--- config.mk ---
export PLATFORM = sky130hd
export DESIGN_NAME = seq_detect_sched
export DESIGN_NICKNAME = d
export VERILOG_FILES = /design/src/rtl/seq_detect_sched.sv
export SDC_FILE = /design/constraint.sdc
export NUM_CORES = 1
export LEC_CHECK = 0
export ABC_AREA = 1
export BUFFER_PORTS_ARGS = -buffer_cell sky130_fd_sc_hd__buf_2
export CAP_MARGIN = 20
export CORE_MARGIN = 2
export CORE_UTILIZATION = 45
export CTS_BUF_LIST = sky130_fd_sc_hd__clkbuf_8
export CTS_CLUSTER_DIAMETER = 60
export CTS_CLUSTER_SIZE = 10
export DETAILED_ROUTE_END_ITERATION = 6
export PLACE_DENSITY_LB_ADDON = 0.05
export SETUP_SLACK_MARGIN = 0.2
export SLEW_MARGIN = 20
export SYNTH_ARGS = -nofsm -noshare
export SYNTH_HDL_FRONTEND = slang
export SYNTH_SLANG_ARGS = --single-unit
--- constraint.sdc ---
create_clock -name clk -period 3.16 [get_ports clk]
set_clock_uncertainty 0.05 [all_clocks]
set_input_delay 0.79 -clock clk [delete_from_list [all_inputs] [get_ports clk]]
set_output_delay 0.79 -clock clk [all_outputs]
set_load 0.02 [all_outputs]
--- src/rtl/seq_detect_sched.sv ---
// Round-robin scheduler sharing one programmable 4-bit Moore sequence detector among NREQ requesters.
// Build option: define SEQDET_NO_OVERLAP_EN for non-overlapping detection.
module seq_detect_sched #(
    parameter int unsigned NREQ   = 4,
    parameter int unsigned WORD_W = 16,
    parameter int unsigned CNT_W  = 5
) (
    input  logic                   clk,
    input  logic                   rst,
    input  logic [3:0]             pattern,
    input  logic                   pat_load,
    input  logic [NREQ-1:0]        req,
    input  logic [NREQ*WORD_W-1:0] req_data,
    output logic [NREQ-1:0]        gnt,
    output logic                   busy,
    output logic                   bit_out,
    output logic                   match,
    output logic                   done,
    output logic [2:0]             done_id,
    output logic [CNT_W-1:0]       match_cnt
);

    localparam int unsigned BCW = (WORD_W > 1) ? $clog2(WORD_W) : 1;

    typedef enum logic [1:0] {
        StIdle,
        StGrant,
        StShift,
        StDone
    } state_e;

    state_e              state_q, state_d;
    logic [2:0]          ptr_q;
    logic [2:0]          idx_q;
    logic [WORD_W-1:0]   sreg_q;
    // The fourth history bit is the bit currently on bit_out, so only three are stored.
    logic [2:0]          hist_q;
    logic [2:0]          fill_q;
    logic                match_q;
    logic [CNT_W-1:0]    cnt_q;
    logic [BCW-1:0]      bcnt_q;
    logic [3:0]          pat_q;

    logic                any_req;
    logic [2:0]          pick;
    logic [WORD_W-1:0]   word_sel;
    logic                ser;
    logic                hit;
    logic [2:0]          ptr_next;

    // Descending scan so the requester closest at-or-after the pointer wins.
    always_comb begin
        int j;
        any_req  = 1'b0;
        pick     = '0;
        word_sel = '0;
        j        = 0;
        for (int i = int'(NREQ) - 1; i >= 0; i--) begin
            j = int'(ptr_q) + i;
            if (j >= int'(NREQ)) begin
                j = j - int'(NREQ);
            end
            if (req[j]) begin
                any_req  = 1'b1;
                pick     = 3'(j);
                word_sel = req_data[j*WORD_W +: WORD_W];
            end
        end
    end

    assign ser      = sreg_q[WORD_W-1];
    assign hit      = (fill_q >= 3'd3) && ({hist_q, ser} == pat_q);
    assign ptr_next = (idx_q == 3'(NREQ - 1)) ? 3'd0 : idx_q + 3'd1;

    always_ff @(posedge clk or posedge rst) begin
        if (rst) begin
            state_q <= StIdle;
        end else begin
            state_q <= state_d;
        end
    end

    always_comb begin
        state_d = state_q;
        gnt     = '0;
        bit_out = 1'b0;
        done    = 1'b0;
        unique case (state_q)
            StIdle: begin
                if (any_req) begin
                    state_d = StGrant;
                end
            end
            StGrant: begin
                gnt     = NREQ'(1) << idx_q;
                state_d = StShift;
            end
            StShift: begin
                bit_out = ser;
                if (bcnt_q == BCW'(WORD_W - 1)) begin
                    state_d = StDone;
                end
            end
            StDone: begin
                done    = 1'b1;
                state_d = StIdle;
            end
            default: state_d = StIdle;
        endcase
    end

    assign busy      = (state_q != StIdle);
    assign match     = match_q;
    assign match_cnt = cnt_q;
    assign done_id   = done ? idx_q : 3'd0;

    always_ff @(posedge clk or posedge rst) begin
        if (rst) begin
            ptr_q   <= '0;
            idx_q   <= '0;
            sreg_q  <= '0;
            hist_q  <= '0;
            fill_q  <= '0;
            match_q <= 1'b0;
            cnt_q   <= '0;
            bcnt_q  <= '0;
            pat_q   <= 4'b1010;
        end else begin
            unique case (state_q)
                StIdle: begin
                    if (pat_load) begin
                        pat_q <= pattern;
                    end
                    if (any_req) begin
                        idx_q   <= pick;
                        sreg_q  <= word_sel;
                        hist_q  <= '0;
                        fill_q  <= '0;
                        match_q <= 1'b0;
                        cnt_q   <= '0;
                    end
                end
                StGrant: begin
                    ptr_q  <= ptr_next;
                    bcnt_q <= '0;
                end
                StShift: begin
                    hist_q  <= {hist_q[1:0], ser};
                    sreg_q  <= sreg_q << 1;
                    bcnt_q  <= bcnt_q + BCW'(1);
                    match_q <= hit;
                    if (hit && (cnt_q != '1)) begin
                        cnt_q <= cnt_q + CNT_W'(1);
                    end
`ifdef SEQDET_NO_OVERLAP_EN
                    // Restart the fill so the next hit needs four fresh bits.
                    if (hit) begin
                        fill_q <= '0;
                    end else if (fill_q != 3'd4) begin
                        fill_q <= fill_q + 3'd1;
                    end
`else
                    if (fill_q != 3'd4) begin
                        fill_q <= fill_q + 3'd1;
                    end
`endif
                end
                StDone: begin
                    match_q <= 1'b0;
                end
                default: ;
            endcase
        end
    end

endmodule

==> run_results.csv <==
group,metric,value,unit
setup_path,r2r_setup_slack,490,ps
cells_and_area,layout.cells.most_common,"sky130_fd_sc_hd__nand2_1",
cells_and_area,highest_count_cells_in_the_layout_ignoring_fill_and_taps,"sky130_fd_sc_hd__nand2_1 (375), sky130_fd_sc_hd__buf_2 (90), sky130_fd_sc_hd__o21ai_0 (80)",
logic_synthesis,synth_nets,982,
power_and_ir_drop,netSwitchingFraction,0.584,
setup_path,critPathRequiredTime,2320,ps
grt,grt.total_usage,0.247,
setup_path,worst-path-max-fanout,6,
setup_path,critical_path.max_stage_delay,430,ps
power_and_ir_drop,power.density,1190,nW/um^2
clock_tree,root_buffer,"sky130_fd_sc_hd__clkbuf_8",
logic_synthesis,synthesis_warnings,0,
power_and_ir_drop,power.share.sequential,0.148,
clock_tree,cts_made_buffers,5,
detailed_routing,num_vias,5726,
cells_and_area,antenna_cells_inserted,0,
timing,worst-slew-pin-transition,856,ps
grt,antenna_violations_before_repair,0,
timing,relSlewSlack,0.426,
setup_path,end_kind,"output port",
timing,fin_tns_setup,0,ps
setup_path,category_of_the_worst_setup_path_launch_point,"register",
setup_path,crit_reg_reg_endpoint,"sreg_q[14]",
logic_synthesis,syn_avg_cell_area,5.64,sq um
detailed_routing,final_antenna_net_count,0,
logic_synthesis,post_synth_mux_area_share,0.00677,
timing,min_period_over_period,0.851,
timing,unrepaired_setup_endpoints_after_global_routing,"false",
power_and_ir_drop,internal,2.82,mW
detailed_routing,route.final.wire_length,14600,um
setup_path,timing.critical_path.to,"gnt[3]",
timing,setup_viol_count_final,0,
flow_run,timing.max_cap.violations,0,
logic_synthesis,synth_seq_cells,44,
setup_path,critical-path-top-cell-by-count,"sky130_fd_sc_hd__inv_1",
power_and_ir_drop,p_clk_frac,0.065,
logic_synthesis,synthXorXnorAreaFrac,0.0105,
placement,place_congestion,0.833,
logic_synthesis,compound_gate_portion_of_the_synthesized_area,0.149,
setup_path,cp_slowest_cell,"sky130_fd_sc_hd__dfrtp_1",
floorplanning,core.rowCount,38,
placement,io_buffer_count,90,
logic_synthesis,async_flop_share,1.00,
outcome,outcome,"complete, no violations",
setup_path,worst_setup_path_startpoint,"state_q[1]",
setup_path,path_delay_family,"simple AND/OR/NAND/NOR gates",
grt,grt_pass1_vias,5276,
placement,place_hpwl,10500,um
clock_tree,tritoncts_clock_tree,"yes",
timing,timing.final.max_slew_violations,0,
logic_synthesis,synthSimpleGateAreaFrac,0.447,
setup_path,critPathKind,"reg2out",
grt,grt_start_max_net_pins,95,
detailed_routing,route.detailed.vias_per_inst,5.22,
logic_synthesis,ys_types,37,
floorplanning,chipWidth,109,um
clock_tree,cts_buffer_depth,2,
detailed_routing,firstDrtPassIters,5,
floorplanning,die-height,109,um
hold_path,hold_path.class,"reg2reg",
cells_and_area,nets,1054,
logic_synthesis,number_of_synthesized_flops_with_an_enable_pin,0,
power_and_ir_drop,leakage_power,3.19,nW
clock_tree,clock_sink_count,44,
floorplanning,io_count,91,
setup_path,r2r_cells,13,
power_and_ir_drop,switching_power,3.95,mW
floorplanning,design.die.area,11900,sq um
timing,max_freq,372,MHz
setup_path,crit_chain,"inv_1, ha_1, inv_1, or2_2, nor2_1, buf_2",
setup_path,timing.critical_path.buf_inv,3,
cells_and_area,share_of_layout_cells_above_drive_strength_1,0.158,
setup_path,worst-path-stages,6,
timing,finalHoldViolCount,0,
power_and_ir_drop,power,6.77,mW
floorplanning,core_area,10800,sq um
detailed_routing,drt-initial-drc-count,260,
clock_tree,ctsHtreeMaxLevel,2,
logic_synthesis,synthesis.instances,884,
detailed_routing,drt-wirelength-per-cell,13.3,um
floorplanning,initial_core_util,0.460,
setup_path,worst_r2r_startpoint,"ptr_q[0]",
logic_synthesis,sequential_fraction_of_the_synthesis_area,0.221,
power_and_ir_drop,pwr-share-comb,0.787,
clock_tree,clock_insertion_delay_worst_skew,310,ps
grt,grt.overflow.total,0,
clock_tree,clk_pin_slew,90,ps
timing,fin_crit,2690,ps
logic_synthesis,largest_family_of_logic_cells_by_synthesized_area,"simple AND/OR/NAND/NOR gates",
detailed_routing,drc,0,
logic_synthesis,netlist_area_pre_place,4990,sq um
logic_synthesis,synth_fa_ha_area_frac,0.0577,
logic_synthesis,synthFlopType,"sky130_fd_sc_hd__dfrtp_1",
power_and_ir_drop,max-vdd-ir-drop,0.934,mV
grt,first_pass_grt_wire_length,23900,um
cells_and_area,syn_to_final_growth,13.6,%
setup_path,cp.arrival,1850,ps
metal layers:
| metal | track usage | routed length [um] |
|---|---|---|
| met1 | 0.322 | 6700 |
| met2 | 0.442 | 7100 |
| met3 | 0.0225 | 633 |
| met4 | 0.0597 | 164 |
| met5 | 0 | 0 |
Yosys cell counts (3+ instances only):
cell type                  instances  area share
sky130_fd_sc_hd__o211ai_1         10       0.015
sky130_fd_sc_hd__nand2_1         375        0.28
sky130_fd_sc_hd__xnor2_1           3      0.0053
sky130_fd_sc_hd__a21oi_1          19       0.019
sky130_fd_sc_hd__inv_2             6      0.0045
sky130_fd_sc_hd__nand4_1           7      0.0088
sky130_fd_sc_hd__nand3b_1          3      0.0045
sky130_fd_sc_hd__nor2_1           66       0.050
sky130_fd_sc_hd__o31ai_1           6      0.0090
sky130_fd_sc_hd__clkbuf_1         14       0.011
sky130_fd_sc_hd__ha_1             23       0.058
sky130_fd_sc_hd__or2_2             5      0.0063
sky130_fd_sc_hd__mux2_2            3      0.0068
sky130_fd_sc_hd__buf_4             5      0.0075
sky130_fd_sc_hd__o21ai_1          14       0.014
sky130_fd_sc_hd__buf_2            20       0.020
sky130_fd_sc_hd__inv_1            70       0.053
sky130_fd_sc_hd__nand3_1          78       0.078
sky130_fd_sc_hd__dfrtp_1          42        0.21
sky130_fd_sc_hd__o21ai_0          80       0.080
sky130_fd_sc_hd__buf_1             6      0.0045
sky130_fd_sc_hd__nand2_2           5      0.0063
sky130_fd_sc_hd__xor2_1            3      0.0053
registers in the layout, indices dropped and copies added (netlist names):
signal and count:
pat_q 4, idx_q 3, bcnt_q 4, match 1, state_q 2, fill_q 3
sreg_q 16, hist_q 3, match_cnt 5, ptr_q 3
per-stage QoR:
step | cell area (sq um) | hold WS, ps | util | instances | worst slack (ps)
after floorplan | 4990 | 400 | - | 884 | 454
after global placement | 5510 | 416 | 0.508 | 1084 | 427
after detailed placement | 5510 | 417 | 0.508 | 1084 | 316
after CTS | 5620 | 440 | 0.518 | 1092 | 311
after global routing | 5670 | 472 | 0.523 | 1097 | 276
final | 5670 | 434 | 0.523 | 1097 | 470
logic make-up (layout without fill, tap and decap cells):
group,count (synthesis),in the layout
adders and majority gates,23,23
buffers and inverters,126,198
muxes,3,3
AOI/OAI and AO/OA,136,137
DFF,44,44
xor gates and xnor gates,6,6
and+or+nand+nor,546,546
power by group through the flow:
stage	clock [mW]	sequential, mW	combinational [mW]
floorplan	0	0.980	3.97
global placement	0	1.00	5.08
detailed placement	0	1.01	5.21
CTS	0.449	1.00	5.23
global route	0.472	1.04	6.02
finish	0.441	1.00	5.32
timing repair:
item | 4_1_cts | 5_1_grt
setup endpoints to repair | 0 | 22
resized for setup | 0 | 2
hold buffers | 0 | 0
setup buffers | 0 | 4
area by class of cell:
class                   instances  area [sq um]
clock buffers                   5          68.8
clock inverters                 3          42.5
fillers                      1158          5170
inverters                      79           299
multi-input cells             715          3360
flip-flops and latches         44          1100
well taps                     140           175
repair buffers                111           616
worst min-delay path: stages, from the launching register on:
cell,delay (ps)
sky130_fd_sc_hd__dfrtp_1,350
sky130_fd_sc_hd__nand2_1,50
sky130_fd_sc_hd__nand2_1,50
how the worst min path moves through the flow:
stage                     startpoint   endpoint  slack, ps  cells after the start
after floorplan            sreg_q[4]  sreg_q[4]        400                      2
after global placement     sreg_q[9]  sreg_q[9]        420                      2
final                      sreg_q[4]  sreg_q[4]        430                      2
after global routing       sreg_q[6]  sreg_q[6]        470                      2
after detailed placement   sreg_q[4]  sreg_q[4]        420                      2
after CTS                  sreg_q[4]  sreg_q[4]        440                      2
No activity file was read; power rests on OpenSTA's default activity.
